**config.mk**
```make
export PLATFORM = sky130hd
export DESIGN_NAME = axis_in_fwft_fifo
export DESIGN_NICKNAME = d
export VERILOG_FILES = /design/src/rtl/axis_in_fwft_fifo.sv
export SDC_FILE = /design/constraint.sdc
export NUM_CORES = 1
export LEC_CHECK = 0
export ABC_AREA = 1
export ABC_CLOCK_PERIOD_IN_PS = 7000
export CORE_MARGIN = 5
export CORE_UTILIZATION = 54
export CTS_CLUSTER_DIAMETER = 200
export DETAILED_ROUTE_END_ITERATION = 12
export PLACE_DENSITY = 0.79
export SLEW_MARGIN = 0
export SYNTH_ARGS = -nofsm -noshare
export SYNTH_HDL_FRONTEND = slang
export SYNTH_SLANG_ARGS = --single-unit
```
**constraint.sdc**
```tcl
create_clock -name aclk -period 7 [get_ports aclk]
set_input_delay 1.75 -clock aclk [delete_from_list [all_inputs] [get_ports aclk]]
set_output_delay 1.75 -clock aclk [all_outputs]
set_load 0.01 [all_outputs]
```
**src/rtl/axis_in_fwft_fifo.sv**
```systemverilog
// AXI4-Stream slave front end: buffers DMA beats in a small first-word-fall-through FIFO
// and presents the head entry to the conv core on the isif_* read port.
module axis_in_fwft_fifo #(
    parameter int TBITS = 64,
    parameter int TBYTE = 8,
    parameter int DEPTH = 4,
    localparam int AW = $clog2(DEPTH)
) (
    input  logic             aclk,
    input  logic             aresetn,
    input  logic             TVALID,
    output logic             TREADY,
    input  logic [TBITS-1:0] TDATA,
    input  logic [TBYTE-1:0] TKEEP,
    input  logic             TLAST,
    input  logic             TUSER,
    output logic [TBITS-1:0] isif_data_dout,
    output logic [TBYTE-1:0] isif_strb_dout,
    output logic             isif_last_dout,
    output logic             isif_user_dout,
    output logic             isif_empty_n,
    input  logic             isif_read,
    output logic [AW:0]      isif_level,
    output logic [15:0]      pkt_cnt
);
    localparam int          EW   = TBITS + TBYTE + 2;
    localparam logic [AW:0] FULL = (AW+1)'(DEPTH);

    logic [1:0]    rst_sync;
    logic [EW-1:0] mem [DEPTH];
    logic [AW-1:0] wr_ptr, rd_ptr;
    logic [AW:0]   level, level_nxt;
    logic [EW-1:0] head;
    logic          push, pop, run;

    // Assertion is immediate; release is seen by the datapath only after two edges.
    always_ff @(posedge aclk or negedge aresetn) begin
        if (!aresetn) rst_sync <= '0;
        else          rst_sync <= {rst_sync[0], 1'b1};
    end

    assign run  = rst_sync[1];
    assign push = TVALID & TREADY & run;
    assign pop  = isif_read & isif_empty_n & run;
    assign head = mem[rd_ptr];

    always_comb begin
        level_nxt = level;
        if (push && !pop)      level_nxt = level + 1'b1;
        else if (pop && !push) level_nxt = level - 1'b1;
    end

    always_ff @(posedge aclk) begin
        if (push) mem[wr_ptr] <= {TUSER, TLAST, TKEEP, TDATA};
    end

    // TREADY tracks rst_sync[0] so it rises on the same edge the synchronizer releases.
    always_ff @(posedge aclk or negedge aresetn) begin
        if (!aresetn) begin
            wr_ptr       <= '0;
            rd_ptr       <= '0;
            level        <= '0;
            pkt_cnt      <= '0;
            TREADY       <= 1'b0;
            isif_empty_n <= 1'b0;
        end else begin
            if (push) wr_ptr <= wr_ptr + 1'b1;
            if (pop) begin
                rd_ptr <= rd_ptr + 1'b1;
                if (head[EW-2]) pkt_cnt <= pkt_cnt + 1'b1;
            end
            level        <= level_nxt;
            TREADY       <= rst_sync[0] & (level_nxt < FULL);
            isif_empty_n <= (level_nxt != '0);
        end
    end

    // Memory is never reset, so mask the head while nothing valid is stored.
    assign isif_data_dout = isif_empty_n ? head[TBITS-1:0]      : '0;
    assign isif_strb_dout = isif_empty_n ? head[TBITS +: TBYTE] : '0;
    assign isif_last_dout = isif_empty_n & head[EW-2];
    assign isif_user_dout = isif_empty_n & head[EW-1];
    assign isif_level     = level;

endmodule

```
==> results.md <==
* Worst r2r src: rd_ptr[0]
* Total Neg Setup Slack at 0 ps
* Crit path DAT at around 3700 ps
* CTS tree: yes
* Placement-stage cell area at between 10000 and 15000 µm²
* RSZ-0062 raised after global routing: no
* Number of max-capacitance violations reported at 0
* Leakage power summed over all cells at around 5.5 nW
* FF-to-FF End: pkt_cnt[6]
* Routed length per instance at 17.7 µm
* Area share of the leading cell type in the synthesized netlist at 68.8%
* Post-synthesis instance area at approximately 13000 µm²
* Pin slew with the least headroom to its limit at 1010 ps
* Result of the run: finished, final reports clean
* Routability congestion estimate from global placement at about 0.8
* CP endpoint: isif_data_dout[21]
* Number of setup violations in the final report at 0
* Number of pins with negative max-slew slack in the final report at 0
* Multiplexer share of the synthesized area at 0%
* H-tree lvl count at 2
* IO Count at 173
* Via count of the first global-routing pass at 8566
* Area share of fa/ha/maj cells after synthesis at less than 1%
* Layout overhead on the synthesized area at 23.6%
* Setup repair bufs after CTS at 0
* Area leader, netlist: edfxtp_1
* Root buffer cell: clkbuf_16
* Required time of the critical path at around 5300 ps
* CTS Hold Bufs at 0
* Routed Antenna Nets at 0
* Hold/Removal Path Class: flip-flop to flip-flop
* Via count at around 8500
* Minimum clock period at 5450 ps
* Residual DRC count at 0
* Count of buffers inserted at the top-level ports at approximately 170
* Peak fanout along the critical path at around 110
* Cell types with the largest area share after synthesis: edfxtp_1 69%, nor2_1 9.2%, dfrtp_1 5.2%
* Floorplan core area at 23500 µm²
* Number of cell instances on the worst register-to-register path at 8
* Die Y-Extent at 165 µm
* Drt first-iter violations at between 500 and 600
* Yosys synthesis warning count at 0
* Fraction of layout cells with a size suffix above 1 at 5.63%
* Normalized max-slew margin at 32.4%
* Register-to-register setup slack at 4260 ps
* Element type at the critical path start: flip-flop
* Final global-route overflow total at 0
* Die X-Extent at 165 µm
* Complex-gate fraction of the synthesized area at 8.97%
* Buffer levels on the longest clock path at 3
* Total track usage at 20.7%
* Site Rows at 56
* Effective utilization at floorplan at 54.9%
* Number of gates resized after CTS at 0
* Initial antenna violation count at 1
* Crit end category: output pin
* Largest family of logic cells by synthesized area: simple AND/OR/NAND/NOR gates
* Number of distinct library cell variants in the gate-level netlist after synthesis at 24
* Final cell area excluding filler cells at approximately 16000 µm²
* Launch point of the critical path: rd_ptr[0]
* Post-synthesis cell count at 1077
* Synth Area in Simple Gates at 12.7%
* Syn Area/Cell at 12.0 µm²
* Full die area at 27100 µm²
* Clock latency on the worst-skew pair at around 500 ps
* HPWL after detailed placement at 16100 µm
* Global-route wire length before repair at 44000 µm
* Synth Net Count at 1162
* Share of synthesized area occupied by flip-flops and latches at 74.0%
* Peak supply drop at 0.249 mV
* Type of the setup path with the least slack: flip-flop to output pin
* Sinks on Clock Net at ~320
* Fmax at between 150 and 200 MHz
* Pre-antenna DRT Iters at 5
* Power Density at 398 nW/µm²
* Final hold violation count at 0
* Nets at 1326
* TritonCTS buffer count at 34
* Routed WL at 28000 µm
* Mean number of vias per cell at roughly 5.4
* Final Skew at 7.96 ps
* Xor/xnor cell area share of the yosys netlist at 0.610%
* Diodes inserted at 0
* Maximum number of pins on one net before global-route repair at 115
* Final Cycle Share at 77.8%
* Synth Register Bits at roughly 320
* Clock-pin slew on the worst setup and hold paths at 60 ps
## flip-flops by register name, indices dropped and copies added (netlist names)
signal	count
wr_ptr	2
TREADY	1
isif_level	3
isif_empty_n	1
rd_ptr	2
pkt_cnt	16
rst_sync	2
mem	296
## worst min-delay path by stage
stage / start / end / slack, ps / cells after the start
final: rst_sync[0] / rst_sync[1] / 380 / 0
after global routing: rst_sync[0] / rst_sync[1] / 390 / 0
after CTS: rst_sync[0] / rst_sync[1] / 390 / 0
after detailed placement: rst_sync[0] / rst_sync[1] / 370 / 0
after global placement: rst_sync[0] / rst_sync[1] / 360 / 0
after floorplan: rst_sync[0] / rst_sync[1] / 350 / 0
## worst max-delay path: stages, from the launching register on
cell	delay [ps]
dfrtp_4	750
inv_4	860
buf_4	490
o21ai_0	180
a21oi_1	280
clkdlybuf4s50_1	590
## where the power goes
part | total [W] | switching [W] | internal, W | leakage (nW)
clock network | 0.00168 | 0.000669 | 0.00101 | 0.515
registers | 0.00236 | 0.000123 | 0.00224 | 3.01
logic | 0.00231 | 0.00129 | 0.00102 | 1.99
## stage by stage
stage	setup slack, ps	utilization [%]	instances	hold slack (ps)	total power, W
2_1_floorplan	1450	-	1077	354	0.00366
6_report	1550	67.8	1581	382	0.00635
3_3_place_gp	2210	63.3	1524	358	0.00467
5_1_grt	1370	67.8	1581	394	0.00672
3_5_place_dp	2090	63.3	1524	373	0.00472
4_1_cts	1570	67.8	1581	389	0.00641
## synthesized netlist by cell type
cell type / count
inv_2: 3
nand3_4: 1
buf_4: 2
ha_1: 7
nand4_1: 6
nand3_2: 2
xnor2_1: 2
inv_1: 26
a21oi_1: 73
o21ai_0: 132
nor2_1: 317
dfrtp_1: 27
buf_6: 2
a21boi_0: 1
nand2_1: 78
buf_1: 1
edfxtp_1: 296
clkbuf_1: 24
xor2_1: 7
o21ai_1: 25
conb_1: 1
nand3b_1: 2
nand3_1: 13
buf_2: 29
## placed cells by master (no fill, tap or decap), types with 2 or more instances in the layout
| cell | n |
|---|---|
| nand3_2 | 2 |
| clkbuf_16 | 37 |
| clkinv_1 | 8 |
| inv_2 | 3 |
| clkinv_2 | 2 |
| edfxtp_1 | 296 |
| nor2_1 | 313 |
| dfrtp_1 | 25 |
| xor2_1 | 7 |
| o21ai_1 | 25 |
| xnor2_1 | 2 |
| inv_1 | 25 |
| buf_4 | 14 |
| clkbuf_1 | 5 |
| a21oi_1 | 73 |
| nand3b_1 | 2 |
| nor2_4 | 4 |
| ha_1 | 7 |
| clkbuf_8 | 2 |
| o21ai_0 | 132 |
| nand4_1 | 6 |
| nand2_1 | 78 |
| nand3_1 | 13 |
| clkdlybuf4s50_1 | 172 |
## routing by layer
layer | part of all wire, % | vias to the layer above | wire length, µm | track usage (%)
li1 | - | 4070 | - | -
met1 | 41 | 4093 | 11600 | 27.7
met2 | 50 | 324 | 13900 | 34.8
met3 | 7.5 | 38 | 2100 | 4.44
met4 | 1.5 | 2 | 431 | 5.44
met5 | 0.043 | - | 12 | 0
## cells by family (layout without fill, tap and decap cells)
family	after synthesis	count (layout)
flops	323	323
other cells	1	1
buf+inv	87	272
xor+xnor	9	9
simple gates	419	419
compound gates	231	231
fa+ha+maj	7	7
## final cells by class
class	count	area [µm²]
fill	1683	7580
tap	319	399
timing repair buffer	186	1830
multi-input combinational	667	3000
sequential	323	9570
clock inverter	13	86.3
clock buffer	44	972
inverter	29	111
(Power assumes the default switching activity.)
